$ cat config.mk
export PLATFORM = sky130hd
export DESIGN_NAME = seq_datapath
export DESIGN_NICKNAME = d
export VERILOG_FILES = /design/src/rtl/seq_datapath.sv
export SDC_FILE = /design/constraint.sdc
export NUM_CORES = 2
export LEC_CHECK = 0
export ABC_AREA = 1
export CAP_MARGIN = 20
export CELL_PAD_IN_SITES_DETAIL_PLACEMENT = 1
export CELL_PAD_IN_SITES_GLOBAL_PLACEMENT = 2
export CORE_MARGIN = 3
export CORE_UTILIZATION = 35
export CTS_BUF_LIST = sky130_fd_sc_hd__clkbuf_2 sky130_fd_sc_hd__clkbuf_4 sky130_fd_sc_hd__clkbuf_8
export CTS_CLUSTER_DIAMETER = 50
export DETAILED_ROUTE_END_ITERATION = 16
export HOLD_SLACK_MARGIN = 0.15
export PLACE_DENSITY_LB_ADDON = 0.3
export SYNTH_ARGS = -nofsm -noshare
export SYNTH_HDL_FRONTEND = slang
export SYNTH_SLANG_ARGS = --single-unit
$ cat constraint.sdc
create_clock -name clock -period 4.6 [get_ports clock]
set_clock_uncertainty 0.2 [all_clocks]
set_input_delay 0.69 -clock clock [delete_from_list [all_inputs] [get_ports clock]]
set_output_delay 0.69 -clock clock [all_outputs]
set_load 0.02 [all_outputs]
$ cat src/rtl/seq_datapath.sv
// Multi-cycle register-file datapath: fetch (T0/T1), decode (T2/T3), execute (T4), write-back (T5).
// Optional multiplier and HI/LO registers are enabled by defining SEQ_DATAPATH_MUL_EN.
module seq_datapath #(
   parameter int unsigned DATA_W = 32,
   parameter int unsigned ADDR_W = 16
) (
   input  logic              clock,
   input  logic              clear,
   input  logic              run,
   output logic              mem_req,
   output logic [ADDR_W-1:0] mem_addr,
   input  logic              mem_ack,
   input  logic [DATA_W-1:0] mem_rdata,
   output logic              halted,
   output logic              err,
   output logic [ADDR_W-1:0] pc_out,
   input  logic [3:0]        dbg_sel,
   output logic [DATA_W-1:0] dbg_data,
   output logic [DATA_W-1:0] hi_out,
   output logic [DATA_W-1:0] lo_out
);
   localparam int unsigned C_W = DATA_W - 17;
`ifdef SEQ_DATAPATH_MUL_EN
   localparam int unsigned Z_W = 2 * DATA_W;
   localparam logic [4:0]  OP_MUL = 5'b01111;
`else
   localparam int unsigned Z_W = DATA_W;
`endif
   localparam logic [4:0] OP_ADD  = 5'b00000;
   localparam logic [4:0] OP_SUB  = 5'b00001;
   localparam logic [4:0] OP_AND  = 5'b00010;
   localparam logic [4:0] OP_OR   = 5'b00011;
   localparam logic [4:0] OP_NOT  = 5'b00100;
   localparam logic [4:0] OP_LDI  = 5'b00101;
   localparam logic [4:0] OP_HALT = 5'b11111;

   typedef enum logic [2:0] {
      S_IDLE, S_T0, S_T1, S_T2, S_T3, S_T4, S_T5, S_HALT
   } state_t;

   state_t            r_state, w_next;
   logic [DATA_W-1:0] r_reg [16];
   logic [ADDR_W-1:0] r_pc, r_mar;
   logic [DATA_W-1:0] r_ir, r_mdr, r_y;
   logic [Z_W-1:0]    r_z, w_z;
   logic              r_err, w_set_err, w_legal;
   logic [4:0]        w_op;
   logic [3:0]        w_ra, w_rb, w_rc;
   logic [DATA_W-1:0] w_c, w_b, w_res;

   // Instruction field decode from IR
   assign w_op = r_ir[DATA_W-1  -: 5];
   assign w_ra = r_ir[DATA_W-6  -: 4];
   assign w_rb = r_ir[DATA_W-10 -: 4];
   assign w_rc = r_ir[DATA_W-14 -: 4];
   assign w_c  = {{(DATA_W-C_W){r_ir[C_W-1]}}, r_ir[C_W-1:0]};
   assign w_b  = r_reg[w_rb];

   always_comb begin
      w_legal = 1'b0;
      case (w_op)
         OP_ADD, OP_SUB, OP_AND, OP_OR, OP_NOT, OP_LDI: w_legal = 1'b1;
`ifdef SEQ_DATAPATH_MUL_EN
         OP_MUL:  w_legal = 1'b1;
`endif
         default: w_legal = 1'b0;
      endcase
   end

   // Execute-stage result; arithmetic wraps at DATA_W
   always_comb begin
      w_res = '0;
      case (w_op)
         OP_ADD:  w_res = r_y + w_b;
         OP_SUB:  w_res = r_y - w_b;
         OP_AND:  w_res = r_y & w_b;
         OP_OR:   w_res = r_y | w_b;
         OP_NOT:  w_res = ~r_y;
         OP_LDI:  w_res = w_c;
         default: w_res = '0;
      endcase
`ifdef SEQ_DATAPATH_MUL_EN
      if (w_op == OP_MUL) w_z = Z_W'(r_y) * Z_W'(w_b);
      else                w_z = {{DATA_W{1'b0}}, w_res};
`else
      w_z = w_res;
`endif
   end

   always_ff @(posedge clock) begin
      if (!clear) r_state <= S_IDLE;
      else        r_state <= w_next;
   end

   always_comb begin
      w_next    = r_state;
      w_set_err = 1'b0;
      case (r_state)
         S_IDLE: if (run) w_next = S_T0;
         S_T0:   w_next = S_T1;
         S_T1:   if (mem_ack) w_next = S_T2;
         S_T2:   w_next = S_T3;
         S_T3: begin
            if (w_op == OP_HALT) begin
               w_next = S_HALT;
            end else if (!w_legal) begin
               w_next    = S_HALT;
               w_set_err = 1'b1;
            end else begin
               w_next = S_T4;
            end
         end
         S_T4:   w_next = S_T5;
         S_T5:   w_next = run ? S_T0 : S_IDLE;
         S_HALT: w_next = S_HALT;
         default: w_next = S_IDLE;
      endcase
   end

`ifdef SEQ_DATAPATH_MUL_EN
   logic [DATA_W-1:0] r_hi, r_lo;
   assign hi_out = r_hi;
   assign lo_out = r_lo;
`else
   assign hi_out = '0;
   assign lo_out = '0;
`endif

   // Datapath register transfers per state
   always_ff @(posedge clock) begin
      if (!clear) begin
         r_reg <= '{default: '0};
         r_pc  <= '0;
         r_mar <= '0;
         r_ir  <= '0;
         r_mdr <= '0;
         r_y   <= '0;
         r_z   <= '0;
         r_err <= 1'b0;
`ifdef SEQ_DATAPATH_MUL_EN
         r_hi  <= '0;
         r_lo  <= '0;
`endif
      end else begin
         case (r_state)
            S_T0: begin
               r_mar <= r_pc;
               r_pc  <= r_pc + ADDR_W'(1);
            end
            S_T1: if (mem_ack) r_mdr <= mem_rdata;
            S_T2: r_ir <= r_mdr;
            S_T3: begin
               if (w_set_err)           r_err <= 1'b1;
               else if (w_next == S_T4) r_y   <= r_reg[w_ra];
            end
            S_T4: r_z <= w_z;
            S_T5: begin
`ifdef SEQ_DATAPATH_MUL_EN
               if (w_op == OP_MUL) begin
                  r_hi <= r_z[Z_W-1:DATA_W];
                  r_lo <= r_z[DATA_W-1:0];
               end else begin
                  r_reg[w_rc] <= r_z[DATA_W-1:0];
               end
`else
               r_reg[w_rc] <= r_z;
`endif
            end
            default: ;
         endcase
      end
   end

   assign mem_req  = (r_state == S_T1);
   assign halted   = (r_state == S_HALT);
   assign mem_addr = r_mar;
   assign pc_out   = r_pc;
   assign err      = r_err;
   assign dbg_data = r_reg[dbg_sel];

endmodule
==> summary.md <==
| Metric | Value |
|---|---|
| Hold WC Path Type | reg2reg |
| Final hold vios | 0 |
| Final setup vio count | 0 |
| Metal-1 WL | 86000 microns |
| Area growth, synth to finish | 21.1% |
| Type of origin of the critical path | flip-flop |
| Layout Cell Area excl Fill | 49400 sq um |
| Post-DRT Antenna Nets | 0 |
| Min-Delay Path Depth | 2 |
| Initial antenna violation count | 11 |
| CTS max path bufs | 3 |
| Cells taking the most area after synthesis | dfxtp_1, o21ai_0, a21oi_1 |
| First-pass DRT Iterations | 6 |
| Core area | ~110000 sq um |
| Netlist cell types | 46 |
| Vias in the first global route | between 40000 and 50000 |
| Crit-path max cell delay | between 400 and 500 ps |
| Die area | 121000 sq um |
| EDFF count, synth | 0 |
| GRT Total Usage | 0.308 |
| Final Max Tran Viols | 0 |
| Min-delay src | r_mdr[1] |
| Top cell type's share of synthesized area | 0.332 |
| Initial core utilization | 0.355 |
| Ys Warns | 0 |
| Syn Area/Cell | between 6 and 7 sq um |
| Nets | ~6700 |
| VDD IR-drop max | approximately 0.35 mV |
| Max FFs per register | 512 |
| Reg2Reg Setup Slack | 20 ps |
| Slew HR | 0.250 |
| Max Cap Viol | 0 |
| Gr ovfl total | 0 |
| Setup CP Type | reg2reg |
| Setup WS pre-CTS | -248 ps |
| Post-DP HPWL | 120000 microns |
| Die height | approximately 350 microns |
| Final routed DRC violation total | 0 |
| Clock latency at the later pin of the worst-skew pair | between 800 and 900 ps |
| Post-synth top flop | dfxtp_1 |
| Most common cell in the synthesized netlist | o21ai_0 |
| FP Rows | 124 |
| Clock Pin Slew Worst Setup and Hold Paths | ~70 ps |
| Crit Path Max Fanout | 6 |
| Cell Area, Synth | a little over 40000 sq um |
| Post-synth ARST share | 0 |
| CTS sink cnt | just under 700 |
| Cell count after synthesis | around 6400 |
| Largest net degree at the start of global routing | ~200 |
| Global-route wire length before repair | roughly 290000 microns |
| DR top layer | met4 |
| WHS Endpoint | r_mdr[1] |
| Setup WS post-layout | 16.3 ps |
| H-tree depth | 4 |
| Buffers plus inverters on the worst setup path | 5 |
| Area leader, netlist | dfxtp_1 |
| Final instance count without filler cells | 8193 |
| Placement Cell Area | around 45000 sq um |
| RePlAce Congestion | between 0.9 and 1 |
| Min cycle time layout | roughly 4600 ps |
| Reg2reg path depth | 26 |
| Final TNS setup | 0 ps |
| P_leak | 19.3 nW |
| 1st-iter DRT viols | about 3800 |
| IO Port Bufs | roughly 110 |
| Worst-margin pin slew | about 1100 ps |
| Proportion of layout cells with a drive suffix above 1 | 0.137 |
| Routed vias | ~47000 |
| Period utilisation layout | 0.996 |
| Cell Pwr Density | around 350 nW/um^2 |
| CP delay by family, top | simple AND/OR/NAND/NOR gates |
| Arrival time at the worst endpoint | 5070 ps |
| Critical Path RT | around 5100 ps |
| Vias/cell | ~5.8 |
| Fin util | 0.430 |
| Drt wl/cell | roughly 24 microns |
| Fmax | approximately 0.22 GHz |
| Die span in x | 347 microns |
| CTS Buf Count | approximately 140 |
| Number of I/O pins | 171 |
| CTS Root Cell | clkbuf_8 |
| Cell count after placement | slightly below 8000 |
| Capture point of the worst reg-to-reg path | r_z[29] |
| Met3 wire len | approximately 14000 microns |
| Outcome | finished, final reports clean |
| FILL cells | around 15000 |
| Sequential area share after synthesis | 0.332 |
| Setup crit end kind | flip-flop |
| Slowest stage cell, crit path | dfxtp_4 |
| Synthesized flop and latch total | 676 |
| WL met2 | roughly 86000 microns |
| RSZ-0062 raised after global routing | yes |
| Synth cell count leaders | o21ai_0, a21oi_1, nand2_1 |
| Drt total wl | between 150000 and 200000 microns |
| Reg-to-Reg Start | r_ir[19] |
| TritonCTS clock tree | built |
==> where the power goes <==
| group | internal, W | switching [W] | total (W) | leakage (nW) |
|---|---|---|---|---|
| clock network | 0.00391 | 0.00292 | 0.00683 | 1.53 |
| registers | 0.00592 | 0.0000806 | 0.00600 | 5.45 |
| logic | 0.00190 | 0.00277 | 0.00467 | 12.3 |
| total | 0.0117 | 0.00577 | 0.0175 | 19.3 |
==> layout by cell type (no fill, tap or decap), types with 18 or more instances in the layout <==
master           count
nand4_1             25
a21oi_2             21
buf_12              49
a221oi_1            18
a211oi_1            83
xor2_1              22
conb_1              64
dfxtp_1            668
nor2_2              21
a21oi_1           1106
o211ai_1            78
inv_2               28
ha_1                33
nand3_1            438
buf_4              393
nor2_1             363
o221ai_1            50
o32ai_1             32
inv_1              594
nand2_1            887
o21ai_0           1104
clkbuf_4            41
clkdlybuf4s50_1     99
clkinv_2            19
nand2_2             40
clkbuf_8           166
==> metal layers <==
layer,up-vias,global-route usage
met5,-,0
met4,0,0.120
met3,410,0.0569
met2,1622,0.489
met1,23100,0.415
li1,22100,-
==> cell families after synthesis <==
family | share of synthesized area
buffers and inverters | 0.125
flip-flops | 0.332
XOR/XNOR | 0.00687
AND/OR/NAND/NOR | 0.189
adder cells (fa/ha/maj) | 0.0112
other | 0.0000919
AO/OA/AOI/OAI | 0.337
==> timing repair <==
item / in CTS / in global routing
endpoints found under the hold margin: 85 / 0
gates cloned: 5 / 7
gates resized for setup: 51 / 186
hold buffers: 1 / 0
buffers inserted: 2 / 18
endpoints found under the setup margin: 12 / 20
pin swaps: 10 / 93
==> worst min-delay path, stage by stage (launching register included) <==
cell,delay [ps]
dfxtp_1,290
inv_1,60
a21oi_1,50
==> area by class of cell <==
cell class / instances / area, sq um / share of cell area
Clock inverter: 31 / 338 / 0.00684
Inverter: 631 / 2390 / 0.0484
Timing Repair Buffer: 576 / 5510 / 0.112
Antenna cell: 4 / 10.0 / 0.000203
Multi-Input combinational cell: 4557 / 23100 / 0.468
Sequential cell: 676 / 13600 / 0.274
Clock buffer: 206 / 2580 / 0.0522
Tap cell: 1512 / 1890 / 0.0383
==> how the worst max path moves through the flow <==
| stage | from | endpoint | slack [ps] | cells after the start |
|---|---|---|---|---|
| 2_1_floorplan | r_ir[20] | r_z[28] | 570 | 29 |
| 3_3_place_gp | r_ir[19] | r_z[31] | -250 | 31 |
| 3_5_place_dp | r_ir[19] | r_z[31] | -250 | 31 |
| 4_1_cts | r_ir[19] | r_z[23] | 2 | 30 |
| 5_1_grt | r_ir[19] | r_z[30] | -250 | 30 |
| 6_report | r_ir[19] | r_z[29] | 20 | 26 |
==> metrics by stage <==
stage / power, W / hold slack, ps
after global routing: 0.0183 / 288
final: 0.0175 / 254
after detailed placement: 0.0102 / 252
after CTS: 0.0172 / 211
after global placement: 0.0102 / 245
after floorplan: 0.00841 / 230
Note: power is estimated with default switching activity, not from simulation.
